--- src/rtl/sample_pacer.sv ---
`timescale 1ns/1ps
// sample_pacer
//   Buffers raw samples from an upstream source in a small FIFO and releases
//   them at a fixed cadence (one every PERIOD clocks) toward a filter. Each
//   released sample gets a signed DC offset added, with saturation to 16 bits.
//
// Ports
//   clk_in            sole clock, rising edge
//   rst_in            asynchronous reset, active low
//   sample_valid_in   upstream offers sample_in this cycle
//   sample_in         signed raw sample
//   sample_ready_out  FIFO has room (registered occupancy < DEPTH)
//   ready_out         one-cycle strobe: x_out holds a new sample
//   x_out             offset-corrected, saturated sample; held between strobes
//   warm_out          sticky: WARMUP strobes have been issued
//   sample_count_out  strobes issued since reset, wraps modulo 2^21
//   underrun_out      sticky: a strobe slot found the FIFO empty
//   fill_out          current FIFO occupancy
module sample_pacer #(
  parameter int PERIOD = 128,
  parameter int OFFSET = 1780,
  parameter int DEPTH  = 16,
  parameter int WARMUP = 64,
  localparam int AW    = $clog2(DEPTH),
  localparam int PW    = (PERIOD > 1) ? $clog2(PERIOD) : 1
) (
  input  logic          clk_in,
  input  logic          rst_in,
  input  logic          sample_valid_in,
  input  logic [15:0]   sample_in,
  output logic          sample_ready_out,
  output logic          ready_out,
  output logic [15:0]   x_out,
  output logic          warm_out,
  output logic [20:0]   sample_count_out,
  output logic          underrun_out,
  output logic [AW:0]   fill_out
);

  localparam logic signed [16:0] OFF17 = 17'(OFFSET);

  logic [PW-1:0] phase_q, phase_d;
  logic [AW-1:0] wr_ptr_q, wr_ptr_d;
  logic [AW-1:0] rd_ptr_q, rd_ptr_d;
  logic [AW:0]   fill_q, fill_d;
  logic          ready_q, ready_d;
  logic [15:0]   x_q, x_d;
  logic [20:0]   cnt_q, cnt_d;
  logic          warm_q, warm_d;
  logic          under_q, under_d;

  logic [15:0]   mem [DEPTH];

  logic          tick;
  logic          push;
  logic          pop;
  logic [16:0]   sum;
  logic [15:0]   sat_val;

  // Room is judged on registered occupancy only, so a full FIFO stays
  // closed on a popping cycle and the freed slot opens one cycle later.
  assign sample_ready_out = (fill_q < (AW+1)'(DEPTH));
  assign tick             = (phase_q == PW'(PERIOD - 1));
  assign push             = sample_valid_in & sample_ready_out;
  // Emptiness also comes from registered occupancy: a sample pushed on the
  // tick cycle itself is not visible to that tick.
  assign pop              = tick & (fill_q != '0);

  // 17-bit sum cannot overflow for 16-bit operands; bits [16:15] disagreeing
  // means the true result lies outside the 16-bit signed range.
  always_comb begin
    sum     = {mem[rd_ptr_q][15], mem[rd_ptr_q]} + OFF17;
    sat_val = sum[15:0];
    if (!sum[16] && sum[15])      sat_val = 16'h7FFF;
    else if (sum[16] && !sum[15]) sat_val = 16'h8000;
  end

  always_comb begin
    phase_d  = tick ? '0 : phase_q + 1'b1;
    wr_ptr_d = push ? wr_ptr_q + 1'b1 : wr_ptr_q;
    rd_ptr_d = pop  ? rd_ptr_q + 1'b1 : rd_ptr_q;
    case ({push, pop})
      2'b10:   fill_d = fill_q + 1'b1;
      2'b01:   fill_d = fill_q - 1'b1;
      default: fill_d = fill_q;
    endcase
    ready_d  = pop;
    x_d      = pop ? sat_val : x_q;
    cnt_d    = pop ? cnt_q + 1'b1 : cnt_q;
    warm_d   = warm_q | (pop && (cnt_d == 21'(WARMUP)));
    under_d  = under_q | (tick && (fill_q == '0));
  end

  always_ff @(posedge clk_in or negedge rst_in) begin
    if (!rst_in) begin
      phase_q  <= '0;
      wr_ptr_q <= '0;
      rd_ptr_q <= '0;
      fill_q   <= '0;
      ready_q  <= 1'b0;
      x_q      <= '0;
      cnt_q    <= '0;
      warm_q   <= 1'b0;
      under_q  <= 1'b0;
    end else begin
      phase_q  <= phase_d;
      wr_ptr_q <= wr_ptr_d;
      rd_ptr_q <= rd_ptr_d;
      fill_q   <= fill_d;
      ready_q  <= ready_d;
      x_q      <= x_d;
      cnt_q    <= cnt_d;
      warm_q   <= warm_d;
      under_q  <= under_d;
    end
  end

  // Storage needs no reset: occupancy and pointers define what is live.
  always_ff @(posedge clk_in) begin
    if (push) mem[wr_ptr_q] <= sample_in;
  end

  assign ready_out        = ready_q;
  assign x_out            = x_q;
  assign warm_out         = warm_q;
  assign sample_count_out = cnt_q;
  assign underrun_out     = under_q;
  assign fill_out         = fill_q;

endmodule

--- config.mk ---
export PLATFORM = sky130hd
export DESIGN_NAME = sample_pacer
export DESIGN_NICKNAME = d
export VERILOG_FILES = /design/src/rtl/sample_pacer.sv
export SDC_FILE = /design/constraint.sdc
export NUM_CORES = 1
export LEC_CHECK = 0
export ABC_AREA = 1
export CAP_MARGIN = 20
export CELL_PAD_IN_SITES_DETAIL_PLACEMENT = 0
export CELL_PAD_IN_SITES_GLOBAL_PLACEMENT = 1
export CORE_MARGIN = 10
export CORE_UTILIZATION = 50
export DETAILED_ROUTE_END_ITERATION = 10
export DONT_BUFFER_PORTS = 1
export HOLD_SLACK_MARGIN = 0.03
export PLACE_DENSITY_LB_ADDON = 0.1
export SETUP_SLACK_MARGIN = 0.15
export SYNTH_ARGS = -nofsm -noshare
export SYNTH_HDL_FRONTEND = slang
export SYNTH_SLANG_ARGS = --single-unit
--- constraint.sdc ---
create_clock -name clk_in -period 6.25 [get_ports clk_in]
set_clock_uncertainty 0.2 [all_clocks]
set_input_delay 0.9375 -clock clk_in [delete_from_list [all_inputs] [get_ports clk_in]]
set_output_delay 0.9375 -clock clk_in [all_outputs]
set_load 0.005 [all_outputs]
==> flow_metrics.tcl <==
set metrics [dict create \
    outcome "complete, no violations" \
    maxCapViolCount 0 \
    dr_wl_met2_um 16100 \
    critPathCaptureType "flip-flop" \
    setup_violations 0 \
    nets 1392 \
    drv_slew 0 \
    period_share_pct 61.5 \
    yosysTopAreaCellShare_pct 55.1 \
    wl_met1_um 15100 \
    cts_root_buffer "clkbuf_16" \
    yosysTopAreaCell "edfxtp_1" \
    ant_nets 0 \
    die_area_mm2 0.0350 \
    grt_setup_unrepaired "no" \
    cts_buffers 36 \
    syn2layout_area_growth_pct 11.5 \
    avgViaCountPerCell 5.25 \
    synth_edf_count 256 \
    synthTopCellsByCount "412 x nand2_1, 256 x edfxtp_1, 134 x nor2_1" \
    cp.arrival_ps 4040 \
    ios 65 \
    peakVddDrop_mv 0.272 \
    dr.pass1.iters 5 \
    async_flop_share_pct 19.0 \
    synth_cell_types 39 \
    synth_nets 1384 \
    powerDensity_mw_per_mm2 318 \
    grt_max_degree 82 \
    drt_wl_total_um 34300 \
    rows 61 \
    start_kind "flip-flop" \
    ys_seq_area_share_pct 65.9 \
    path_max_fanout 81 \
    ys_ff_latch 316 \
    post_cts_buffers 0 \
    place_hpwl_um 19600 \
    maxUsedRoutingLayer "met4" \
    relSlewSlack_pct 40.4 \
    required_ps 6450 \
    p_leak_nw 6.25 \
    port_buffers 0 \
    start_util_pct 50.5 \
    path_clk_slew_ps 60 \
    period_needed_ps 3840 \
    max_slew.worst_pin.slew_ps 894 \
    overflow 0 \
    drtIter0Drc 859 \
    fmaxAchievable_ghz 0.260 \
    drc 0 \
    synth.most_common_cell "nand2_1" \
    rrSetupSlack_ps 2410 \
    dpl_worst_slack_ps 2400 \
    ctsHtreeMaxLevel 2 \
    clk_latency_ps 520 \
    worstHoldPathType "input pin to async pin" \
    fin_ws_ps 2410 \
    cts_tree "yes" \
    grt_pass1_vias 9150 \
    power.total_mw 4.95 \
    globalplace.congestion 0.817 \
    post_drt_wl_per_cell_um 19.4 \
    die_h_um 187 \
    core_mm2 0.0276 \
    fp.dieW_um 187 \
    n_antenna_cell 0 \
    synthCells 1352 \
    vias 9269 \
    grt_usage_pct 19.6 \
    synth_area_mm2 0.0139 \
    cts_sinks 316 \
    clock_path_buffers 3 \
    antenna_found_initial 0 \
    utilization_pct 56.3 \
    synth.area.top_cells "edfxtp_1 55%, nand2_1 11%, dfrtp_1 11%, nand3_1 4.6%, nor2_1 3.6%" \
    crit_type "flip-flop to flip-flop" \
    grt_pass1_wl_um 54000 \
    ys_warn_count 0 \
    avgSynthCellArea_um2 10.3 \
    hold_viol 0 \
    drive_gt1_share_pct 8.29 \
    wl_met3_um 2310 \
    setup_tns_ps 0 \
    synthFlopType "edfxtp_1" \
]
## flip-flops by register name, indices dropped and copies added, names as in the netlist
name and cells:
sample_count_out 21, ready_out 1, wr_ptr_q 4, x_out 16
warm_out 1, phase_q 7, rd_ptr_q 4, underrun_out 1
mem 256, fill_out 5
## cells by family (layout without fill, tap and decap cells)
logic type | after synthesis | in the layout | share of synthesized area, %
and+or+nand+nor | 714 | 714 | 21.3
buffers and inverters | 179 | 215 | 5.43
xor gates and xnor gates | 35 | 35 | 2.20
adders and majority gates | 13 | 13 | 1.22
DFF | 316 | 316 | 65.9
AOI/OAI and AO/OA | 95 | 95 | 4.03
## final cells by class
| type | count | area, µm² |
|---|---|---|
| clock buffer | 49 | 1000 |
| clock inverter | 17 | 164 |
| fill | 2457 | 12100 |
| inverter | 122 | 460 |
| multi-input combinational | 857 | 4040 |
| sequential | 316 | 9190 |
| tap | 378 | 473 |
| timing repair buffer | 27 | 223 |
## worst max-delay path, stage by stage, from the launching register on
cell	delay, ps
dfrtp_4	400
buf_4	660
buf_4	740
nand2_1	110
nand2_1	100
nand2_1	50
nand3_1	100
nand3_1	90
nand2_1	180
inv_2	60
nand2_1	90
inv_2	40
nand2_1	70
inv_1	50
nand2_2	110
nand2_1	100
nor2_4	220
nor2_1	70
nor2_1	110
nor2_1	50
## report_power, final
part	switching, mW	total [mW]	internal (mW)
combinational	0.283	0.388	0.105
clock	0.814	2.06	1.25
sequential	0.0598	2.50	2.44
## layout by cell type (no fill, tap or decap), drive strengths merged
| cell type | count |
|---|---|
| nor3 | 12 |
| xor2 | 24 |
| ha | 12 |
| clkinvlp | 1 |
| xnor2 | 11 |
| nor3b | 1 |
| clkbuf | 49 |
| nor2 | 138 |
| bufinv | 3 |
| edfxtp | 256 |
| a31oi | 1 |
| or2 | 1 |
| inv | 120 |
| o211ai | 17 |
| o31ai | 2 |
| nand4 | 9 |
| a21boi | 1 |
| nor4 | 2 |
| a211oi | 1 |
| clkinv | 15 |
| buf | 27 |
| a221oi | 8 |
| nand3 | 132 |
| fa | 1 |
| dfrtp | 60 |
| nand2 | 418 |
| o21bai | 1 |
| a21oi | 22 |
| and3 | 1 |
| o21ai | 42 |
## through the flow
stage	instances	hold WS [ps]	area, µm²
finish	1766	99.4	15600
global route	1766	113	15600
floorplan	1352	233	13900
detailed placement	1699	260	14400
global placement	1699	246	14400
CTS	1766	94.2	15600
## per-layer routing
metal  vias to the layer above  GRT usage, %
li1                       4522             -
met1                      4401          26.0
met2                       293          31.9
met3                        53          4.08
met4                         0          5.77
met5                         -             0
## what timing repair did
item	CTS	global route
hold buffers	1	0
gates resized for setup	0	0
hold endpoints to repair	60	0
endpoints found under the setup margin	0	0
## path summary, 6_finish.rpt
check,from,to,cells after the start
max,rd_ptr_q[0],x_out[8],19
min,rst_in,sample_count_out[12],1
max reg2reg,rd_ptr_q[0],x_out[8],19
min reg2reg,phase_q[0],phase_q[0],1
max in group asynchronous,rst_in,rd_ptr_q[1],1
min in group clk_in,phase_q[0],phase_q[0],1
Power figures use the tool's default switching activity.
